<file path="src/rtl/cp0_pkg.sv">
// Shared CP0 constants: register numbers, excepttype codes, ExcCode values,
// Status/Cause bit positions and writable masks, and the commit FSM state type.
package cp0_pkg;

  localparam logic [4:0] CP0_COUNT   = 5'd9;
  localparam logic [4:0] CP0_COMPARE = 5'd11;
  localparam logic [4:0] CP0_STATUS  = 5'd12;
  localparam logic [4:0] CP0_CAUSE   = 5'd13;
  localparam logic [4:0] CP0_EPC     = 5'd14;

  localparam logic [31:0] EXC_NONE    = 32'd0;
  localparam logic [31:0] EXC_INT0    = 32'd1;
  localparam logic [31:0] EXC_INT7    = 32'd8;
  localparam logic [31:0] EXC_SYSCALL = 32'd9;
  localparam logic [31:0] EXC_RI      = 32'd10;
  localparam logic [31:0] EXC_OV      = 32'd11;
  localparam logic [31:0] EXC_BREAK   = 32'd12;
  localparam logic [31:0] EXC_ERET    = 32'd13;

  localparam logic [4:0] EXCCODE_INT = 5'd0;
  localparam logic [4:0] EXCCODE_SYS = 5'd8;
  localparam logic [4:0] EXCCODE_BP  = 5'd9;
  localparam logic [4:0] EXCCODE_RI  = 5'd10;
  localparam logic [4:0] EXCCODE_OV  = 5'd12;

  localparam int STATUS_IE     = 0;
  localparam int STATUS_EXL    = 1;
  localparam int CAUSE_EXC_LSB = 2;
  localparam int CAUSE_HWIP_LSB = 10;
  localparam int CAUSE_TI      = 15;
  localparam int CAUSE_BD      = 31;

  localparam logic [31:0] STATUS_WMASK = 32'h0000_FF03;
  localparam logic [31:0] CAUSE_SWMASK = 32'h0000_0300;

  typedef enum logic {
    S_IDLE  = 1'b0,
    S_FLUSH = 1'b1
  } cp0_state_e;

  function automatic logic [4:0] exc_code(input logic [31:0] et);
    case (et)
      EXC_SYSCALL: exc_code = EXCCODE_SYS;
      EXC_RI:      exc_code = EXCCODE_RI;
      EXC_OV:      exc_code = EXCCODE_OV;
      EXC_BREAK:   exc_code = EXCCODE_BP;
      default:     exc_code = EXCCODE_INT;
    endcase
  endfunction

endpackage

</file>
<file path="src/rtl/cp0_timer.sv">
// Count/Compare timer: Count advances once every COUNT_DIV cycles, and a
// sticky pending flag is raised on Count==Compare until Compare is rewritten.
module cp0_timer #(
  parameter int COUNT_DIV = 2
) (
  input  logic        clk,
  input  logic        rst,
  input  logic        count_we_i,
  input  logic        compare_we_i,
  input  logic [31:0] wdata_i,
  output logic [31:0] count_o,
  output logic [31:0] compare_o,
  output logic        timer_pending_o
);

  logic        div_q, div_d;
  logic        tick;
  logic [31:0] count_q, count_d;
  logic [31:0] compare_q, compare_d;
  logic        pending_q, pending_d;

  always_comb begin
    div_d = (COUNT_DIV == 1) ? 1'b0 : ~div_q;
    tick  = (COUNT_DIV == 1) ? 1'b1 : div_q;

    count_d = count_q;
    if (count_we_i) begin
      count_d = wdata_i;
    end else if (tick) begin
      count_d = count_q + 32'd1;
    end

    compare_d = compare_we_i ? wdata_i : compare_q;

    // Compare==0 is treated as "timer disarmed".
    pending_d = pending_q;
    if (compare_we_i) begin
      pending_d = 1'b0;
    end else if ((count_q == compare_q) && (compare_q != 32'd0)) begin
      pending_d = 1'b1;
    end
  end

  always_ff @(posedge clk) begin
    if (rst) begin
      div_q     <= 1'b0;
      count_q   <= 32'd0;
      compare_q <= 32'd0;
      pending_q <= 1'b0;
    end else begin
      div_q     <= div_d;
      count_q   <= count_d;
      compare_q <= compare_d;
      pending_q <= pending_d;
    end
  end

  assign count_o         = count_q;
  assign compare_o       = compare_q;
  assign timer_pending_o = pending_q;

endmodule

</file>
<file path="src/rtl/cp0_except_commit.sv">
// CP0 Status/Cause/EPC plus exception/ERET commit FSM: a committing trap or
// ERET produces a single-cycle flush with the fetch redirect target.
module cp0_except_commit
  import cp0_pkg::*;
#(
  parameter logic [31:0] EXC_VECTOR = 32'hBFC0_0380,
  parameter int          COUNT_DIV  = 2
) (
  input  logic        clk,
  input  logic        rst,
  input  logic [31:0] excepttype_i,
  input  logic [31:0] pc_i,
  input  logic        in_delayslot_i,
  input  logic [5:0]  int_i,
  input  logic        cp0_we_i,
  input  logic [4:0]  cp0_waddr_i,
  input  logic [31:0] cp0_wdata_i,
  input  logic [4:0]  cp0_raddr_i,
  output logic [31:0] cp0_rdata_o,
  output logic [31:0] status_o,
  output logic [31:0] cause_o,
  output logic [31:0] epc_o,
  output logic        flush_o,
  output logic [31:0] redirect_pc_o
);

  cp0_state_e  state_q, state_d;
  logic [31:0] status_q, status_d;
  logic [31:0] cause_q, cause_d;
  logic [31:0] epc_q, epc_d;
  logic [31:0] redirect_q, redirect_d;
  logic [31:0] count, compare;
  logic        timer_pending;
  logic        idle, is_trap, is_eret, mtc0_ok;

  // Anything arriving during the flush cycle is squashed junk; an mtc0 only
  // commits when its instruction raises no exception.
  assign idle    = (state_q == S_IDLE);
  assign is_trap = idle && (excepttype_i >= EXC_INT0) && (excepttype_i <= EXC_BREAK);
  assign is_eret = idle && (excepttype_i == EXC_ERET);
  assign mtc0_ok = idle && cp0_we_i && (excepttype_i == EXC_NONE);

  cp0_timer #(
    .COUNT_DIV(COUNT_DIV)
  ) u_timer (
    .clk            (clk),
    .rst            (rst),
    .count_we_i     (mtc0_ok && (cp0_waddr_i == CP0_COUNT)),
    .compare_we_i   (mtc0_ok && (cp0_waddr_i == CP0_COMPARE)),
    .wdata_i        (cp0_wdata_i),
    .count_o        (count),
    .compare_o      (compare),
    .timer_pending_o(timer_pending)
  );

  always_comb begin
    state_d    = S_IDLE;
    status_d   = status_q;
    cause_d    = cause_q;
    epc_d      = epc_q;
    redirect_d = redirect_q;

    if (mtc0_ok) begin
      case (cp0_waddr_i)
        CP0_STATUS: status_d = cp0_wdata_i & STATUS_WMASK;
        CP0_CAUSE:  cause_d  = (cause_q & ~CAUSE_SWMASK) | (cp0_wdata_i & CAUSE_SWMASK);
        CP0_EPC:    epc_d    = cp0_wdata_i;
        default:    ;
      endcase
    end

    if (is_trap) begin
      state_d                            = S_FLUSH;
      redirect_d                         = EXC_VECTOR;
      status_d[STATUS_EXL]               = 1'b1;
      cause_d[CAUSE_EXC_LSB +: 5]        = exc_code(excepttype_i);
      // Nested exceptions keep the original return point.
      if (!status_q[STATUS_EXL]) begin
        epc_d             = in_delayslot_i ? (pc_i - 32'd4) : pc_i;
        cause_d[CAUSE_BD] = in_delayslot_i;
      end
    end else if (is_eret) begin
      state_d              = S_FLUSH;
      redirect_d           = epc_q;
      status_d[STATUS_EXL] = 1'b0;
    end

    // Hardware interrupt lines overwrite IP[15:10] every cycle, after any mtc0.
    cause_d[CAUSE_HWIP_LSB +: 5] = int_i[4:0];
    cause_d[CAUSE_TI]            = int_i[5] | timer_pending;
  end

  always_ff @(posedge clk) begin
    if (rst) begin
      state_q    <= S_IDLE;
      status_q   <= 32'd0;
      cause_q    <= 32'd0;
      epc_q      <= 32'd0;
      redirect_q <= 32'd0;
    end else begin
      state_q    <= state_d;
      status_q   <= status_d;
      cause_q    <= cause_d;
      epc_q      <= epc_d;
      redirect_q <= redirect_d;
    end
  end

  always_comb begin
    case (cp0_raddr_i)
      CP0_COUNT:   cp0_rdata_o = count;
      CP0_COMPARE: cp0_rdata_o = compare;
      CP0_STATUS:  cp0_rdata_o = status_q;
      CP0_CAUSE:   cp0_rdata_o = cause_q;
      CP0_EPC:     cp0_rdata_o = epc_q;
      default:     cp0_rdata_o = 32'd0;
    endcase
  end

  assign status_o      = status_q;
  assign cause_o       = cause_q;
  assign epc_o         = epc_q;
  assign flush_o       = (state_q == S_FLUSH);
  assign redirect_pc_o = redirect_q;

endmodule

</file>
<file path="config.mk">
export PLATFORM = sky130hd
export DESIGN_NAME = cp0_except_commit
export DESIGN_NICKNAME = d
export VERILOG_FILES = /design/src/rtl/cp0_pkg.sv /design/src/rtl/cp0_timer.sv /design/src/rtl/cp0_except_commit.sv
export SDC_FILE = /design/constraint.sdc
export NUM_CORES = 1
export LEC_CHECK = 0
export CAP_MARGIN = 20
export CORE_MARGIN = 2
export CORE_UTILIZATION = 35
export DETAILED_ROUTE_END_ITERATION = 8
export DONT_BUFFER_PORTS = 1
export SYNTH_ARGS = -nofsm -noshare
export SYNTH_HDL_FRONTEND = slang
export SYNTH_SLANG_ARGS = --single-unit
</file>
<file path="constraint.sdc">
create_clock -name clk -period 3.5 [get_ports clk]
set_input_delay 0.35 -clock clk [delete_from_list [all_inputs] [get_ports clk]]
set_output_delay 0.35 -clock clk [all_outputs]
set_load 0.01 [all_outputs]
</file>
* Word-level counts from Yosys, hierarchy flattened
Index checks and enable logic that the tools add are counted.
** Word-level totals
- Register bits :: 173
- Bits of input ports :: 116
- Output and inout bits :: 161
- Word-level logic and storage cells :: 81
** Operators by class
- $add $sub $neg :: 2
- Order comparisons :: 2
- Equal/unequal tests :: 16
- Multiplexer cells :: 22
- Bitwise gates (word level) :: 4
- Reduce and logical (&&, ||, !) cells :: 22
** Operators with widths (number)
- $mux 32 :: 11
- $eq 32x4->1 const B :: 5
- $pmux 32 s5 :: 1
- $eq 5x4->1 const B :: 10
- $add 32x1->32 const B :: 1
- $eq 32x32->1 :: 1
- $ge 32x1->1 const B :: 1
- $le 32x4->1 const B :: 1
- $logic_not 32->1 :: 1
- $or 32x10->32 :: 1
- $reduce_bool 32->1 :: 1
- $sub 32x3->32 const B :: 1
- $pmux 4 s4 :: 1
- $logic_and 1x1->1 :: 8
- $reduce_and 2->1 :: 4
- $reduce_bool 2->1 :: 4
- $mux 1 :: 6
- $reduce_bool 3->1 :: 2
- $mux 5 :: 1
- $mux 2 :: 2
- $reduce_or 2->1 :: 2
- $not 1->1 :: 2
- $or 1x1->1 :: 1

* Longest topological paths before layout
- Depth after elaboration :: 6
- Depth in mapped cells :: 8
- Mapped depth without buffers :: 7

* Modules after synthesis
From an unflattened synthesis, not the netlist that was laid out.
** Unflattened totals
- Cell total of the unflattened synthesis :: 990
- Area, all modules :: 8755.9 um^2
** Modules (own cells, without submodules)
- cp0_except_commit :: instances 1, cells each 619, area each 5441.5 um^2, seq. area each 1761.7 um^2
- cp0_timer :: instances 1, cells each 371, area each 3314.4 um^2, seq. area each 1321.3 um^2

* Worst setup path after synthesis
No wires, ideal clock.
- Path type :: input to register
- Start point :: input port excepttype_i[14]
- End point :: register epc_q[19], in the netlist epc_o[19]
- Library setup time :: 0.136 ns
- Arrival :: 2.393 ns
- Data required time :: 3.364 ns
- Path slack :: 0.972 ns
- Stages :: 7
- Path buffers :: 2
- Cells stage by stage :: or4_1 > or4_1 > buf_2 > or4_4 > buf_6 > nor3_2 > a211oi_1
** On the way
- Word-level cells in the longest chain between the ends :: 5
- Elaborated cells on any way between the ends :: 9
- Those cells by class :: order compare (2); mux (3); reduce/logical (4)
** RTL lines
- from (decl) :: line cp0_except_commit.sv:11 : input logic [31:0] excepttype_i,
- branches (longest 4 deep; another with $ge 32x1->1)
- $mux 32 (*) :: line cp0_except_commit.sv:72 : if (is_trap) begin
- to (signal assigned) :: line cp0_except_commit.sv:104 : epc_q <= epc_d;
- to (decl) :: line cp0_except_commit.sv:30 : logic [31:0] epc_q, epc_d;
Every way passes the cells marked *.
A chain may end at the register's enable or synchronous reset.

* Worst setup path in the final report
- Start point :: input port excepttype_i[14]
- End point :: register cause_q[3], in the netlist cause_o[3]
** On the way
- Word-level cells in the longest chain between the ends :: 5
- Elaborated cells on any way between the ends :: 15
- Those cells by class :: order compare (2); eq/ne (4); mux (2); reduce/logical (7)
** RTL lines
- $ge 32x1->1 :: line cp0_except_commit.sv:39 : assign is_trap = idle && (excepttype_i >= EXC_INT0) && (excepttype_i <= EXC_BREAK);
- $logic_and 1x1->1 (2 in series) :: line cp0_except_commit.sv:39
- $reduce_bool 2->1 (no source line)
- $reduce_and 2->1 (no source line)
- to (signal assigned) :: line cp0_except_commit.sv:103 : cause_q <= cause_d;
- to (decl) :: line cp0_except_commit.sv:29 : logic [31:0] cause_q, cause_d;
Parallel ways exist; a longest one is shown, timed or not.

==> flow_metrics.env <==
export IMPL_cts_sinks=154
export IMPL_fmax_mhz=403
export IMPL_path_max_fanout=22
export IMPL_crit_type="in -> reg"
export IMPL_first_pass_iters=5
export IMPL_grtUsageTotal_pct=24.1
export IMPL_die_y_um=162
export IMPL_path_cells="or4_1 > or4_1 > nor3_1 > or2_2 > o22ai_1"
export IMPL_hold_viol_final=0
export IMPL_diodes=0
export IMPL_htree_num_levels=4
export IMPL_utilization_pct=38.8
export IMPL_num_vias=7723
export IMPL_synth_edff_count=0
export IMPL_io_pin_count=277
export IMPL_dp_cells=1321
export IMPL_maxSlewHeadroom_pct=40.1
export IMPL_synthCells=1058
export IMPL_clk_pin_slew_worst_paths_ps=70
export IMPL_grt_pass1_vias=7134
export IMPL_skew_ps=10.9
export IMPL_drv_slew=0
export IMPL_clockBufferDepth=2
export IMPL_peakVddDrop_uv=323
export IMPL_status="complete, no violations"
export IMPL_hold_start="rst"
export IMPL_area_delta_synth_final_pct=8.28
export IMPL_async_reset_ff_share_pct=0
export IMPL_hpwlAfterDp_um=24100
export IMPL_cts_tree="yes"
export IMPL_nFillCells=2459
export IMPL_antenna_found_initial=0
export IMPL_synth_avg_cell_area_um2=8.28
export IMPL_wl_per_cell_um=23.7
export IMPL_worst_slew_pin_slew_ps=890
export IMPL_holdWs_ps=31.6
export IMPL_io_buffers=0
export IMPL_post_cts_setup_buffer_count=0
export IMPL_grt_max_degree=79
export IMPL_period_needed_ps=2480
export IMPL_fin_cells=1357
export IMPL_layout_drive_gt1_share_pct=6.87
export IMPL_max_cap_viol_count=0
export IMPL_critPathMostFrequentCell="or4_1"
export IMPL_fin_crit_sh_pct=70.9
export IMPL_cp_arrival_ps=2790
export IMPL_ctsResizeCount=0
export IMPL_clk_latency_ps=430
export IMPL_cts_buffers=17
export IMPL_std_cell_rows=57
export IMPL_layout_commonest_cell="dfxtp_1"
export IMPL_endpoint_kind="flip-flop"
export IMPL_reg2reg_from="flush_o"
export IMPL_synth_ff_latch_count=154
export IMPL_start_util_pct=35.8
export IMPL_cts_root_buf="clkbuf_16"
export IMPL_crit_path_max_incr_delay_ps=700
export IMPL_coreArea_mm2=0.0245
export IMPL_die_x_um=162
export IMPL_ant_nets=0
export IMPL_cp_start_kind="input port"
export IMPL_yosys_warnings=0
export IMPL_slowest_stage="or4_1"
export IMPL_syn_area_mm2=0.00876
export IMPL_ys_types=55
export IMPL_gp_congestion=0.892
export IMPL_p_per_area_mw_per_mm2=414
export IMPL_dieArea_mm2=0.0263
export IMPL_mostFrequentLayoutCells="dfxtp_1, nand2_1, nor2_1"
export IMPL_rsz0062_at_grt="no"
export IMPL_nets=1138
export IMPL_min_path_type="in -> reg"
export IMPL_routed_via_density=5.69
export IMPL_drt_iter0_markers=573
export IMPL_synth_flop_cell="dfxtp_1"
export IMPL_setup_viol=0
export IMPL_leakage_nw=3.12
export IMPL_drt_wl_total_um=32100
export IMPL_yosysSeqAreaShare_pct=35.2
export IMPL_required_ps=3810
export IMPL_ctsHoldBuffers=4
export IMPL_drc=0
export IMPL_grt_pass1_wl_um=47400
export IMPL_crit_path_start="excepttype_i[14]"
export IMPL_final_setup_tns_ps=0
export IMPL_grt_ovfl_total=0
==> report_power, final <==
group	switching, W	total (W)	leakage (nW)	internal [W]
logic	0.0000971	0.000152	1.58	0.0000551
clock network	0.000745	0.00200	0.299	0.00126
registers	0.0000108	0.00177	1.24	0.00176
==> per-layer routing <==
layer  GRT usage, %  wire length (um)  up-vias
met4           9.61              1120        0
met3           7.41              2920       56
met2           38.7             15000      411
met1           30.3             13100     3661
met5              0                 0        -
li1               -                 -     3595
==> cells by family (layout without fill, tap and decap cells) <==
family	after synthesis	after routing	synth area share (%)
other	1	41	0.0428
adder cells (fa/ha/maj)	2	2	0.286
multiplexers	96	96	11.0
buffers and inverters	141	76	8.58
AO/OA/AOI/OAI	213	213	15.4
flip-flops	154	154	35.2
AND/OR/NAND/NOR	364	364	20.8
XOR/XNOR	87	87	8.70
==> synthesized netlist by cell type (all sizes together) (5+ instances only) <==
cell type  instances  area (um2)
or4               13         101
nor3              14        80.1
and4               6        52.6
nand2            112         420
a21oi             66         330
clkbuf            55         206
nand4             28         175
nor4              31         228
dfxtp            154        3080
buf               64         463
nand3             20         100
a2bb2oi            8        70.1
or3                6        37.5
inv               22        82.6
nor2              99         372
xor2              41         359
or2                5        31.3
xnor2             46         403
o21ai             56         280
a41oi             10        87.6
a221o              7        70.1
mux2i             94         941
nor2b              7        43.8
a211oi            53         413
==> flip-flops by register name (all words and copies together) (netlist names) <==
| register | cells |
|---|---|
| flush_o | 1 |
| u_timer.div_q | 1 |
| redirect_pc_o | 32 |
| u_timer.count_o | 32 |
| cause_o | 13 |
| epc_o | 32 |
| u_timer.timer_pending_o | 1 |
| status_o | 10 |
| u_timer.compare_o | 32 |
==> worst max-delay path, delay by kind of cell <==
kind,cells,cell delay (ps)
AO/OA/AOI/OAI,1,140
AND/OR/NAND/NOR,4,2310
==> final cells by class <==
cell class / instances / area [um2] / share of cell area, %
clock buffers: 19 / 433 / 4.56
clock inverters: 13 / 200 / 2.11
inverters: 22 / 82.6 / 0.871
multi-input cells: 803 / 5090 / 53.6
flip-flops and latches: 154 / 3080 / 32.5
well taps: 324 / 405 / 4.27
repair buffers: 22 / 193 / 2.03
==> through the flow <==
step | power [W] | setup WS, ps | instance area [um2]
after CTS | 0.00395 | 1050 | 9490
after global routing | 0.00404 | 858 | 9490
final | 0.00393 | 1020 | 9490
after global placement | 0.00193 | 619 | 8790
after detailed placement | 0.00193 | 586 | 8790
after floorplan | 0.00197 | 972 | 8910
==> path summary, 6_finish.rpt <==
kind / end / slack (ps) / depth (start not counted)
max: cause_o[3] / 1020 / 5
min: redirect_pc_o[25] / 30 / 1
max reg2reg: cause_o[3] / 1050 / 4
min reg2reg: cause_o[15] / 490 / 2
Note: power is estimated with default switching activity, not from simulation.
